[config.mk]
export PLATFORM = sky130hd
export DESIGN_NAME = biquad8_coeff_sequencer
export DESIGN_NICKNAME = d
export VERILOG_FILES = /design/src/rtl/biquad8_coeff_sequencer_pkg.sv /design/src/rtl/biquad8_coeff_sequencer.sv
export SDC_FILE = /design/constraint.sdc
export NUM_CORES = 1
export LEC_CHECK = 0
export ABC_AREA = 1
export BUFFER_PORTS_ARGS = -buffer_cell sky130_fd_sc_hd__buf_4
export CORE_MARGIN = 2
export CORE_UTILIZATION = 50
export CTS_CLUSTER_DIAMETER = 80
export DETAILED_ROUTE_END_ITERATION = 10
export HOLD_SLACK_MARGIN = 0.03
export PLACE_DENSITY = 0.76
export SYNTH_ARGS = -nofsm -noshare
export SYNTH_HDL_FRONTEND = slang
export SYNTH_SLANG_ARGS = --single-unit
[constraint.sdc]
create_clock -name clk -period 5.7 [get_ports clk]
set_clock_uncertainty 0.15 [all_clocks]
set_input_delay 1.14 -clock clk [delete_from_list [all_inputs] [get_ports clk]]
set_output_delay 1.14 -clock clk [all_outputs]
set_load 0.005 [all_outputs]
[src/rtl/biquad8_coeff_sequencer_pkg.sv]
// -----------------------------------------------------------------------------
// biquad8_coeff_sequencer_pkg
// Shared definitions for the biquad coefficient sequencer: the load-sequence
// FSM state encoding and the default coefficient geometry (one 18-bit DSP B
// port per coefficient, two cascaded DSPs).
// -----------------------------------------------------------------------------
package biquad8_coeff_sequencer_pkg;

  localparam int CWIDTH_DEFAULT = 18;
  localparam int NCOEFF_DEFAULT = 2;

  typedef enum logic [1:0] {
    ST_IDLE = 2'd0,
    ST_WR   = 2'd1,
    ST_HOLD = 2'd2,
    ST_UPD  = 2'd3
  } seq_state_e;

endpackage

[src/rtl/biquad8_coeff_sequencer.sv]
// -----------------------------------------------------------------------------
// biquad8_coeff_sequencer
// Holds a shadow set of NCOEFF filter coefficients and, on commit, shifts them
// into the filter's B1 cascade (highest index first, one WR/HOLD cycle pair per
// coefficient), then pulses the B2 load strobe. A commit arriving while a load
// is running is remembered as a single pending request.
//
// Ports
//   clk            sole clock
//   rst            synchronous, active-high reset
//   cfg_adr_i      shadow register address (ADRBITS)
//   cfg_dat_i      shadow write data (CWIDTH)
//   cfg_wr_i       shadow write strobe, one cycle per write
//   cfg_commit_i   request to load the shadow set into the filter
//   busy_o         high while a load sequence is running
//   done_o         one-cycle pulse at the end of a sequence
//   wr_err_o       one-cycle pulse when a write was dropped because busy
//   coeff_dat_o    coefficient data to the filter (CWIDTH)
//   coeff_wr_o     B1 shift strobe to the filter
//   coeff_update_o B2 load strobe to the filter
// -----------------------------------------------------------------------------
module biquad8_coeff_sequencer
  import biquad8_coeff_sequencer_pkg::*;
#(
  parameter int NCOEFF  = NCOEFF_DEFAULT,
  parameter int CWIDTH  = CWIDTH_DEFAULT,
  parameter int ADRBITS = 1
) (
  input  logic               clk,
  input  logic               rst,
  input  logic [ADRBITS-1:0] cfg_adr_i,
  input  logic [CWIDTH-1:0]  cfg_dat_i,
  input  logic               cfg_wr_i,
  input  logic               cfg_commit_i,
  output logic               busy_o,
  output logic               done_o,
  output logic               wr_err_o,
  output logic [CWIDTH-1:0]  coeff_dat_o,
  output logic               coeff_wr_o,
  output logic               coeff_update_o
);

  localparam logic [ADRBITS-1:0] IDX_TOP = ADRBITS'(NCOEFF - 1);

  logic [CWIDTH-1:0]  r_shadow [NCOEFF];
  seq_state_e         r_state;
  seq_state_e         w_state_nxt;
  logic [ADRBITS-1:0] r_idx;
  logic [ADRBITS-1:0] w_idx_nxt;
  logic               r_pending;
  logic               w_pending_nxt;
  logic               r_wr_err;
  logic               w_busy;
  logic               w_adr_ok;
  logic [CWIDTH-1:0]  w_shadow_sel;

  assign w_busy   = (r_state != ST_IDLE);
  assign w_adr_ok = (int'(cfg_adr_i) < NCOEFF);
  assign busy_o   = w_busy;
  assign wr_err_o = r_wr_err;

  // Shadow set. Writes are only accepted in IDLE so the values being shifted
  // out stay stable for the whole sequence; out-of-range addresses fall through
  // the decode silently.
  // NOTE: the shadow array is explicitly cleared on reset because a reset must
  // leave an all-zero coefficient set behind for the next commit.
  always_ff @(posedge clk) begin
    if (rst) begin
      for (int k = 0; k < NCOEFF; k++) r_shadow[k] <= '0;
    end else if (cfg_wr_i && !w_busy) begin
      for (int k = 0; k < NCOEFF; k++) begin
        if (cfg_adr_i == ADRBITS'(k)) r_shadow[k] <= cfg_dat_i;
      end
    end
  end

  // A dropped write is flagged one cycle later; out-of-range writes never are.
  always_ff @(posedge clk) begin
    if (rst) r_wr_err <= 1'b0;
    else     r_wr_err <= cfg_wr_i && w_busy && w_adr_ok;
  end

  // Read mux for the coefficient currently addressed by the down-counter.
  always_comb begin
    w_shadow_sel = '0;
    for (int k = 0; k < NCOEFF; k++) begin
      if (r_idx == ADRBITS'(k)) w_shadow_sel = r_shadow[k];
    end
  end

  // NOTE: state registers use non-blocking assignments so every flop samples
  // the pre-edge values regardless of process ordering.
  always_ff @(posedge clk) begin
    if (rst) begin
      r_state   <= ST_IDLE;
      r_idx     <= '0;
      r_pending <= 1'b0;
    end else begin
      r_state   <= w_state_nxt;
      r_idx     <= w_idx_nxt;
      r_pending <= w_pending_nxt;
    end
  end

  // NOTE: every signal written here gets a default first, so no path through
  // the case statement can leave one unassigned and infer a latch.
  always_comb begin
    w_state_nxt    = r_state;
    w_idx_nxt      = r_idx;
    w_pending_nxt  = r_pending;
    coeff_dat_o    = '0;
    coeff_wr_o     = 1'b0;
    coeff_update_o = 1'b0;
    done_o         = 1'b0;

    unique case (r_state)
      ST_IDLE: begin
        if (cfg_commit_i) begin
          w_state_nxt = ST_WR;
          w_idx_nxt   = IDX_TOP;
        end
      end
      ST_WR: begin
        coeff_wr_o  = 1'b1;
        coeff_dat_o = w_shadow_sel;
        if (cfg_commit_i) w_pending_nxt = 1'b1;
        w_state_nxt = ST_HOLD;
      end
      ST_HOLD: begin
        // The filter registers its B clock-enable a cycle after the data, so
        // the data must stay on the bus for one more cycle.
        coeff_dat_o = w_shadow_sel;
        if (cfg_commit_i) w_pending_nxt = 1'b1;
        if (r_idx != '0) begin
          w_state_nxt = ST_WR;
          w_idx_nxt   = r_idx - ADRBITS'(1);
        end else begin
          w_state_nxt = ST_UPD;
        end
      end
      ST_UPD: begin
        coeff_update_o = 1'b1;
        done_o         = 1'b1;
        // A commit seen here is folded into the pending request rather than
        // being lost on the way back through IDLE.
        if (r_pending || cfg_commit_i) begin
          w_state_nxt   = ST_WR;
          w_idx_nxt     = IDX_TOP;
          w_pending_nxt = 1'b0;
        end else begin
          w_state_nxt = ST_IDLE;
        end
      end
      default: w_state_nxt = ST_IDLE;
    endcase
  end

endmodule

# Yosys cells after proc, flatten, opt, wreduce, memory -nomap -nowiden
# Memory sizes are Yosys's and may differ from the RTL's.
# Cells that the tools add are included.
# totals
reg_bits	5
mem_bits_rw	36
inputBits	23
output_inout_bits	23
wordCells	51
n_memories	1
# op_classes
addsub	1
eq_ne	6
n_mux	26
bitwise_logic	2
n_reduce_logical	11
# memory_table
name	words	word_bits	read_ports	rd_ports_with_merged_regs	write_ports	line_no	source
r_shadow	2	18	2	0	2	biquad8_coeff_sequencer.sv:45	logic [CWIDTH-1:0] r_shadow [NCOEFF];
# op_table
cell	n
$mux 18	4
$mux 1	17
$pmux 2 s4	1
$reduce_and 3->1	2
$eq 2x2->1 const B	2
$mux 2	2
$ne 2x2->1 const B	2
$reduce_bool 2->1	2
$pmux 1 s3	1
$reduce_bool 3->1	1
$eq 2x1->1 const B	1
$logic_and 1x1->1	2
$logic_not 2->1	1
$ne 2x1->1 const B	1
$or 1x1->1	2
$pmux 1 s2	1
$reduce_or 2->1	1
$logic_not 1->1	1
$logic_or 1x1->1	1
$sub 1x1->1 const B	1

# Logic depth before layout (Yosys ltp)
# Gate-level depths: netlist (run 1).
# depth
depth_word	7
ltp_mapped	7
mapped_depth_nobuf	6

# Worst setup path after synthesis (run 1)
# Ideal clock, no wire load.
# synth_timing
kind	input-to-reg
from	in cfg_adr_i
to	mem r_shadow[0][0] (netlist name) (enable)
setup_time_ns	0.421
arrival_ns	2.592
t_required_ns	5.129
setup_slack_ns	2.537
path_stages	1
path_buffers	0
cell_sequence	o31ai_1
# synth_rtl
item	line_no	source
start, declared	biquad8_coeff_sequencer.sv:31	input logic [ADRBITS-1:0] cfg_adr_i,
end, declared	biquad8_coeff_sequencer.sv:45	

# Worst setup path in the final report (run 1)
# layout_timing
from	reg r_state[0]
to	out coeff_dat_o[7]
# layout_via
elab_chain_cells	3
word_cells_on_any_way	4
classes_between	eq/ne: 2; mux: 1; reduce/logical: 1
# layout_lines
item	line_no	source
start, declared	biquad8_coeff_sequencer.sv:46	seq_state_e r_state;
start signal, assigned	biquad8_coeff_sequencer.sv:99	r_state <= w_state_nxt;
$eq 2x2->1 / $eq 2x1->1 (equally long branches)	biquad8_coeff_sequencer.sv:116	unique case (r_state)
$reduce_or 2->1 (no line) (*)	-	
$mux 18 (*)	biquad8_coeff_sequencer.sv:116	
end, declared	biquad8_coeff_sequencer.sv:38	output logic [CWIDTH-1:0] coeff_dat_o,
# Every way passes the cells marked *; elsewhere a longest branch is shown, timed or not.

==> results of run 1 <==
## routing by layer
layer / global-route usage (%) / vias up / routed length [µm]
met3: 6.25 / 7 / 157
met2: 33.2 / 26 / 1730
met5: 0 / - / 0
met4: 8.85 / 0 / 65
met1: 20.8 / 610 / 1420
li1: - / 667 / -
## power by group
part / internal [µW] / switching [µW]
combinational: 114 / 142
clock: 129 / 95.0
sequential: 375 / 25.4
## area by class of cell
| type | instances | area (µm²) | area share, % |
|---|---|---|---|
| sequential | 41 | 1180 | 50.9 |
| clock buffer | 6 | 72.6 | 3.13 |
| timing repair buffer | 45 | 338 | 14.6 |
| multi-input combinational | 103 | 533 | 23.0 |
| inverter | 27 | 101 | 4.37 |
| tap | 48 | 60.1 | 2.59 |
| clock inverter | 2 | 33.8 | 1.46 |
## placed cells by master (no fill, tap or decap), types with 2 or more instances in the layout
cell type / n
nor2_1: 48
buf_4: 45
edfxtp_1: 36
inv_1: 25
o21ai_0: 20
nor2_2: 9
nand2_1: 7
a21oi_1: 5
ha_1: 5
clkbuf_8: 5
dfxtp_1: 5
nand3_1: 4
inv_2: 2
## logic make-up (layout without fill, tap and decap cells)
logic type                 Yosys count  in the layout
DFF                                 41             41
buffers and inverters               35             80
and+or+nand+nor                     71             71
AOI/OAI and AO/OA                   27             27
adders and majority gates            5              5
## sequential cells by signal (all words and copies together) (netlist names)
signal / cells
r_shadow: 36
r_state: 2
r_idx: 1
r_pending: 1
wr_err_o: 1
## how the worst max path moves through the flow
stage | to | slack [ps] | depth (start not counted)
floorplan | r_shadow[0][0] | 2540 | 1
global route | coeff_dat_o[5] | 2200 | 5
detailed placement | coeff_dat_o[17] | 2760 | 5
finish | coeff_dat_o[7] | 2440 | 5
CTS | coeff_dat_o[7] | 2420 | 5
global placement | coeff_dat_o[6] | 2810 | 5
## worst max-delay path: stages (launching register included)
cell and delay [ps]:
dfxtp_1 460, inv_1 120, ha_1 640, o21ai_0 190, nor2_1 150, buf_4 130
## per-stage QoR
step	hold WS [ps]	cell area (µm²)	worst slack (ps)
after floorplan	372	1860	2540
after global placement	400	2210	2810
after detailed placement	412	2210	2760
after CTS	422	2320	2420
after global routing	461	2320	2200
final	420	2320	2440
==> metrics.cfg, run 1 <==
[synth]
synthMuxAreaShare_pct = 0
synth_compound_area_share_pct = 7.52
ys_seq_area_share_pct = 63.4
synth-edff-count = 36
synth_cell_type_count = 21
ys_ff_latch = 41
syn_nets = 207
ys_async_sr_fraction_pct = 0
yosys-top-cells-count = nor2_1 (48), edfxtp_1 (36), inv_1 (25)
synth_top_family_by_area = simple AND/OR/NAND/NOR gates
syn-mean-instance-area_um2 = 10.4
ys.flop_type = edfxtp_1
yosysWarnings = 0
synthCells = 179
synthDominantCellAreaShare_pct = 58.0
synth.most_common_cell = nor2_1
synth-adder-area-share_pct = 3.36
synth.cell_area_um2 = 1860
synth_area_leaders = edfxtp_1 (58%), nor2_1 (9.7%), dfxtp_1 (5.4%), o21ai_0 (5.4%), inv_1 (5.0%)
synth-simple-area-share_pct = 17.0
synth_top_cell_by_area = edfxtp_1
synthXorXnorAreaFrac_pct = 0

[cells_and_area]
area_growth_pct = 24.4
post-route-util_pct = 63.8
drive_gt1_share_pct = 29.0
antenna_cells = 0
final_nets = 251
fillers = 330
final-instance-count-excl-fill = 272

[floorplan]
core_area_um2 = 3630
ioPinCount = 46
dieArea_um2 = 4230
start_util_pct = 51.3
die_h_um = 65.1
row_count = 22
dieWidth_um = 65.1

[cts]
clk_pin_slew_ps = 70
ctsHoldBuffers = 0
cts_max_path_buffers = 2
clk_latency_ps = 290
cts_sinks = 41
cts_made_buffers = 5
postCtsSetupBuffers = 0
cts_tree = done
post_cts_resized = 0
cts-root-buf = clkbuf_8
htreeDepth = 2

[sta]
min_period_ps = 3260
tns_ps = 0
rsz0062_at_grt = false
post-route-period-util_pct = 57.2
hold_viol = 0
max_slew_margin_pct = 36.5
setup_violations = 0
worstMarginPinSlew_ps = 952
slew_viol_final = 0
clock.fmax_mhz = 306

[power]
power_density_nw_per_um2 = 379
cellLeakagePower_uw = 0.00106
finalPower_uw = 880
ir_drop_uv = 190

[flow_run]
maxCapViolCount = 0

[critical_path]
crit_path_end_kind = output pin
startpoint = r_state[0]
required_ps = 4410
timing.rr.end = r_shadow[0][4]
reg2reg_slack_ps = 3360
r2r_cells = 4
critPathMaxFanout = 20
worst_setup_path_start_kind = flip-flop
rr_startpoint = r_state[0]
arrival_ps = 1970
path_class = flip-flop to output pin

[place]
dp.cells = 264
gp_congestion = 0.898
dp_hpwl_um = 2210
io_buffers = 45

[global_route]
grt_overflow = 0
grt_pass1_wl_um = 5840
grt_max_degree = 22
antenna_found_initial = 0
grt_util_all_layers_pct = 19.0
first_global_vias = 1362

[drt]
antenna_left = 0
routed_via_density = 4.82
dr.first_iter.drc_count = 73
drt_wl_total_um = 3370
num_vias = 1310
drcViolationCount = 0
dr.pass1.iters = 4
wl_per_cell_um = 12.4

[min_path]
min_delay_path_depth = 2
hold_path_end = r_pending
hold_path.class = flip-flop to flip-flop
hp-start = r_pending

[outcome]
status = complete, no violations

Power figures use the tool's default switching activity.
==> run 2, diff against run 1 <==
--- a/config.mk
+++ b/config.mk
@@ -8,11 +8,11 @@
 export ABC_AREA = 1
 export BUFFER_PORTS_ARGS = -buffer_cell sky130_fd_sc_hd__buf_4
 export CORE_MARGIN = 2
-export CORE_UTILIZATION = 50
+export CORE_UTILIZATION = 47
 export CTS_CLUSTER_DIAMETER = 80
 export DETAILED_ROUTE_END_ITERATION = 10
 export HOLD_SLACK_MARGIN = 0.03
-export PLACE_DENSITY = 0.76
+export PLACE_DENSITY = 0.75
 export SYNTH_ARGS = -nofsm -noshare
 export SYNTH_HDL_FRONTEND = slang
 export SYNTH_SLANG_ARGS = --single-unit
==> constraint.sdc (replaced) <==
create_clock -name clk -period 2.7 [get_ports clk]
set_clock_uncertainty 0.15 [all_clocks]
set_input_delay 0.54 -clock clk [delete_from_list [all_inputs] [get_ports clk]]
set_output_delay 0.54 -clock clk [all_outputs]
set_load 0.005 [all_outputs]
==> metrics.cfg, run 2 (synthesis results as in run 1) <==
[cts]
clk_latency_ps = 280  ; was 290 ps
post_cts_resized = 0  ; unchanged
cts_made_buffers = 5  ; unchanged
postCtsSetupBuffers = 0  ; unchanged
cts_tree = done  ; unchanged
cts_max_path_buffers = 2  ; unchanged
cts_sinks = 41  ; unchanged
htreeDepth = 2  ; unchanged
ctsHoldBuffers = 0  ; unchanged
cts-root-buf = clkbuf_8  ; unchanged
clk_pin_slew_ps = 70  ; about the same

[outcome]
status = complete, no violations  ; unchanged

[cells_and_area]
largest_register_ff_count = 36  ; unchanged
final_cell_mix = buf_4 (49), nor2_1 (48), edfxtp_1 (36)  ; was nor2_1 (48), buf_4 (45), edfxtp_1 (36)
drive_gt1_share_pct = 30.7  ; was 29.0%
antenna_cells = 0  ; unchanged
largestRegisters = r_shadow: 36 flops, r_state: 2 flops  ; unchanged
area_growth_pct = 26.2  ; was 24.4%
post-route-util_pct = 62.9  ; was 63.8%
final_nets = 255  ; was 251
max_flop_register = r_shadow  ; unchanged
fillers = 331  ; was 330
final_common_cell = buf_4  ; was nor2_1
multiInputGateArea_um2 = 533  ; unchanged
final-seq-area_um2 = 1180  ; unchanged

[sta]
hold_viol = 0  ; unchanged
final.setup.worst_slack_ps = 191  ; was 2440 ps
post-route-period-util_pct = 92.9
setup_violations = 0  ; unchanged
worstMarginPinSlew_ps = 452  ; was 952 ps
clock.fmax_mhz = 399
slew_viol_final = 0  ; unchanged
rsz0062_at_grt = false  ; unchanged
min_period_ps = 2510
max_slew_margin_pct = 69.8  ; was 36.5%
tns_ps = 0  ; unchanged

[floorplan]
dieArea_um2 = 4490  ; was 4230 µm²
start_util_pct = 49.8  ; was 51.3%
row_count = 22  ; unchanged
die_h_um = 67.0  ; was 65.1 µm
dieWidth_um = 67.0  ; was 65.1 µm
ioPinCount = 46  ; unchanged
core_area_um2 = 3740  ; was 3630 µm²

[place]
gp_congestion = 0.730  ; was 0.898
dp_slack_ps = 482  ; was 2760 ps
dp_hpwl_um = 2370  ; was 2210 µm
io_buffers = 45  ; unchanged

[power]
power.share.combinational_pct = 30.2  ; was 29.0%
switchingPower_uw = 553  ; was 262 µW
power_density_nw_per_um2 = 795  ; was 379 nW/µm²
seqPwrFrac_pct = 44.7  ; was 45.5%
ir_drop_uv = 455  ; was 190 µV
internal-power_uw = 1320  ; was 617 µW
swShare_pct = 29.5  ; was 29.8%
cellLeakagePower_uw = 0.00108  ; was 0.00106 µW
clkPwrFrac_pct = 25.1  ; was 25.5%

[drt]
drcViolationCount = 0  ; unchanged
dr.first_iter.drc_count = 82  ; was 73
wl_per_cell_um = 12.0  ; was 12.4 µm
routed_via_density = 4.66  ; was 4.82
dr.pass1.iters = 4  ; unchanged
drt_wl_total_um = 3320  ; was 3370 µm
num_vias = 1285  ; was 1310
antenna_left = 0  ; unchanged

[flow_run]
maxCapViolCount = 0  ; unchanged

[critical_path]
r2r_cells = 5  ; was 4
arrival_ps = 1820  ; was 1970 ps
worst_setup_path_start_kind = flip-flop  ; unchanged
path_class = flip-flop to output pin  ; unchanged
critPathMaxFanout = 12  ; was 20
crit_path_end_kind = output pin  ; unchanged
required_ps = 2010  ; was 4410 ps

[min_path]
hold_path.class = primary input to flip-flop  ; was flip-flop to flip-flop
min_delay_path_depth = 2  ; unchanged

[global_route]
grt_overflow = 0  ; unchanged
grt_util_all_layers_pct = 17.2  ; was 19.0%
grt_max_degree = 19  ; was 22
first_global_vias = 1254  ; was 1362
grt_pass1_wl_um = 5580  ; was 5840 µm
antenna_found_initial = 0  ; unchanged

==> run 2: layout make-up <==
cell class | instances | area share (%)
clock buffers | 5 | 2.92
multi-input cells | 103 | 22.6
flip-flops and latches | 41 | 50.2
repair buffers | 49 | 15.6
well taps | 48 | 2.55
clock inverters | 3 | 1.75
inverters | 27 | 4.31
==> run 2: worst paths after layout <==
kind                            startpoint               to  slack [ps]
worst min-delay path                   rst         wr_err_o         280
worst min register to register  r_state[1]       r_state[1]         410
worst max-delay path            r_state[0]  coeff_dat_o[17]         190
worst max register to register  r_state[0]  r_shadow[0][17]         740
==> run 2: worst max-delay path: stages (launching register included) <==
cell	delay (ps)
dfxtp_1	440
inv_1	110
ha_1	420
buf_4	210
o21ai_0	100
nor2_1	130
buf_4	130
==> run 2: power by group through the flow <==
stage | clock, µW | sequential [µW] | combinational [µW]
finish | 470 | 836 | 565
global route | 511 | 847 | 649
CTS | 478 | 837 | 575
detailed placement | 0 | 852 | 574
global placement | 0 | 847 | 566
floorplan | 0 | 831 | 343
==> run 2: routing by layer <==
metal,vias up,part of all wire (%),track usage [%]
li1,672,-,-
met1,584,42,20.5
met2,27,53,30.3
met3,2,4.1,4.05
met4,0,0.87,6.12
met5,-,0,0
==> run 2: per-stage QoR <==
step / power, µW / instance area (µm²) / hold WS (ps) / instances
CTS: 1890 / 2350 / 268 / 276
global placement: 1410 / 2240 / 399 / 268
floorplan: 1170 / 1870 / 372 / 179
detailed placement: 1430 / 2240 / 397 / 268
finish: 1870 / 2350 / 276 / 276
global route: 2010 / 2350 / 275 / 276
==> run 3, diff against run 2 <==
--- a/config.mk
+++ b/config.mk
@@ -5,7 +5,7 @@
 export SDC_FILE = /design/constraint.sdc
 export NUM_CORES = 1
 export LEC_CHECK = 0
-export ABC_AREA = 1
+export ABC_AREA = 0
 export BUFFER_PORTS_ARGS = -buffer_cell sky130_fd_sc_hd__buf_4
 export CORE_MARGIN = 2
 export CORE_UTILIZATION = 47
==> metrics.cfg, run 3 <==
[synth]
synth-edff-count = 36  ; unchanged
yosys-top-cells-count = edfxtp_1 (36), nor2b_1 (19), and2_1 (18), mux2i_1 (18)  ; was nor2_1 (48), edfxtp_1 (36), inv_1 (25)
synth.cell_area_um2 = 1870  ; was 1860 µm²
synth_cell_type_count = 28  ; was 21
ys.flop_type = edfxtp_1  ; unchanged
syn-mean-instance-area_um2 = 14.0  ; was 10.4 µm²
synth_compound_area_share_pct = 4.23  ; was 7.52%
synthMuxAreaShare_pct = 9.66  ; was 0%
synth_top_family_by_area = simple AND/OR/NAND/NOR gates  ; unchanged
synth.most_common_cell = edfxtp_1  ; was nor2_1
synth_top_cell_by_area = edfxtp_1  ; unchanged
ys_seq_area_share_pct = 63.3  ; was 63.4%
yosysWarnings = 0  ; unchanged
synth-simple-area-share_pct = 16.2  ; was 17.0%
synthDominantCellAreaShare_pct = 57.9  ; was 58.0%
synthCells = 133  ; was 179
ys_ff_latch = 41  ; unchanged
synthXorXnorAreaFrac_pct = 0  ; unchanged
ys_async_sr_fraction_pct = 0  ; unchanged
syn_nets = 161  ; was 207
synth-adder-area-share_pct = 3.35  ; was 3.36%
synth_area_leaders = edfxtp_1 (58%), mux2i_1 (9.7%), nor2b_1 (6.4%), and2_1 (6.0%), dfxtp_1 (5.4%)  ; was edfxtp_1 (58%), nor2_1 (9.7%), dfxtp_1 (5.4%), o21ai_0 (5.4%), inv_1 (5.0%)

[cells_and_area]
drive_gt1_share_pct = 32.6  ; was 30.7%
largestRegisters = r_shadow: 36 flops, r_state: 2 flops  ; unchanged
final_common_cell = buf_4  ; unchanged
largest_register_ff_count = 36  ; unchanged
finalInstanceArea_um2 = 2330  ; was 2350 µm²
fillers = 304  ; was 331
area_growth_pct = 25.1  ; was 26.2%
antenna_cells = 0  ; unchanged
final_cell_mix = buf_4 (46), edfxtp_1 (36), nor2b_1 (19)  ; was buf_4 (49), nor2_1 (48), edfxtp_1 (36)
final_nets = 208  ; was 255
post-route-util_pct = 62.3  ; was 62.9%
max_flop_register = r_shadow  ; unchanged

[power]
finalPower_uw = 1570  ; was 1870 µW
power.share.combinational_pct = 24.9  ; was 30.2%
switchingPower_uw = 413  ; was 553 µW
ir_drop_uv = 352  ; was 455 µV
cellLeakagePower_uw = 0.000965  ; was 0.00108 µW
internal-power_uw = 1160  ; was 1320 µW
swShare_pct = 26.3  ; was 29.5%
clkPwrFrac_pct = 23.7  ; was 25.1%
seqPwrFrac_pct = 51.4  ; was 44.7%
power_density_nw_per_um2 = 672  ; was 795 nW/µm²

[global_route]
first_global_vias = 1139  ; was 1254
grt_overflow = 0  ; unchanged
grt_pass1_wl_um = 5180  ; was 5580 µm
antenna_found_initial = 0  ; unchanged
grt_util_all_layers_pct = 16.2  ; was 17.2%
grt_max_degree = 21  ; was 19

[cts]
cts_sinks = 41  ; unchanged
cts_max_path_buffers = 2  ; unchanged
ctsHoldBuffers = 0  ; unchanged
clk_pin_slew_ps = 70  ; about the same
cts_tree = done  ; unchanged
postCtsSetupBuffers = 0  ; unchanged
cts_made_buffers = 5  ; unchanged
clk_latency_ps = 290  ; was 280 ps
cts-root-buf = clkbuf_8  ; unchanged
htreeDepth = 2  ; unchanged
post_cts_resized = 0  ; unchanged

[sta]
clock.fmax_mhz = 391  ; was 399 MHz
post-route-period-util_pct = 94.6  ; was 92.9%
max_slew_margin_pct = 66.2  ; was 69.8%
tns_ps = 0  ; unchanged
setup_violations = 0  ; unchanged
min_period_ps = 2550  ; was 2510 ps
worstMarginPinSlew_ps = 507  ; was 452 ps
rsz0062_at_grt = false  ; unchanged
slew_viol_final = 0  ; unchanged
hold_viol = 0  ; unchanged

[flow_run]
maxCapViolCount = 0  ; unchanged

[critical_path]
cp_slowest_stage_delay_ps = 630  ; was 440 ps
crit_path_end_kind = output pin  ; unchanged
path_buf_inv = 2  ; was 3
required_ps = 2010  ; about the same
cpMaxStageDelayCell = ha_1  ; was dfxtp_1
crit_family = adder cells  ; was buffers and inverters
critPathMaxFanout = 20  ; was 12
arrival_ps = 1860  ; was 1820 ps
path_class = flip-flop to output pin  ; unchanged
cp_cell_sequence = inv_1, ha_1, nor2b_1, buf_4  ; was inv_1, ha_1, buf_4, o21ai_0, nor2_1, buf_4
reg2reg_slack_ps = 820  ; was 740 ps
worst_setup_path_start_kind = flip-flop  ; unchanged

[drt]
antenna_left = 0  ; unchanged
routed_via_density = 4.99  ; was 4.66
num_vias = 1143  ; was 1285
drcViolationCount = 0  ; unchanged
drt_wl_total_um = 3340  ; was 3320 µm
dr.pass1.iters = 4  ; unchanged
dr.first_iter.drc_count = 61  ; was 82
wl_per_cell_um = 14.6  ; was 12.0 µm

[floorplan]
start_util_pct = 49.8  ; about the same
die_h_um = 67  ; was 67.0 µm
core_area_um2 = 3740  ; unchanged
dieWidth_um = 67  ; was 67.0 µm
row_count = 22  ; unchanged
dieArea_um2 = 4490  ; about the same
ioPinCount = 46  ; unchanged

[place]
io_buffers = 45  ; unchanged
gp_congestion = 0.665  ; was 0.730
placed_cell_area_um2 = 2250  ; was 2240 µm²
dp_hpwl_um = 2300  ; was 2370 µm

[outcome]
status = complete, no violations  ; unchanged

[min_path]
hold_path.class = primary input to flip-flop  ; unchanged

-- run 3: path summary, 6_finish.rpt --
path,to,startpoint,cells past startpoint
max reg2reg,r_shadow[0][18],r_state[0],3
min,r_idx,rst,2
min reg2reg,r_pending,r_pending,2
max,coeff_dat_o[3],r_state[0],4
-- run 3: power by group through the flow --
| stage | registers (µW) | clock network, µW | logic [µW] |
|---|---|---|---|
| 6_report | 805 | 372 | 391 |
| 5_1_grt | 812 | 403 | 431 |
| 4_1_cts | 804 | 378 | 399 |
| 3_5_place_dp | 819 | 0 | 396 |
| 3_3_place_gp | 812 | 0 | 387 |
| 2_1_floorplan | 801 | 0 | 246 |
-- run 3: cell type report --
type,count,area (µm²),area share (%)
clock inverter,3,12.5,0.536
clock buffer,5,68.8,2.95
timing repair buffer,47,365,15.7
multi-input combinational,80,627,26.9
inverter,5,18.8,0.804
tap,48,60.1,2.57
sequential,41,1180,50.6
-- run 3: cell families after synthesis --
kind of cell    after synthesis
fa+ha+maj                     5
simple gates                 46
mux                          18
buf+inv                      12
compound gates               11
flops                        41
-- run 3: routing by layer --
layer	vias up	GRT usage, %	routed length (µm)
li1	559	-	-
met1	537	17.1	1300
met2	42	29.7	1830
met3	5	4.56	182
met4	0	6.63	31
met5	-	0	0
-- run 3: through the flow --
stage | hold slack, ps | setup WS, ps | std cells
after global placement | 333 | 547 | 221
after detailed placement | 360 | 447 | 221
after floorplan | 313 | 461 | 133
final | 330 | 145 | 229
after CTS | 326 | 113 | 229
after global routing | 335 | 26.4 | 229
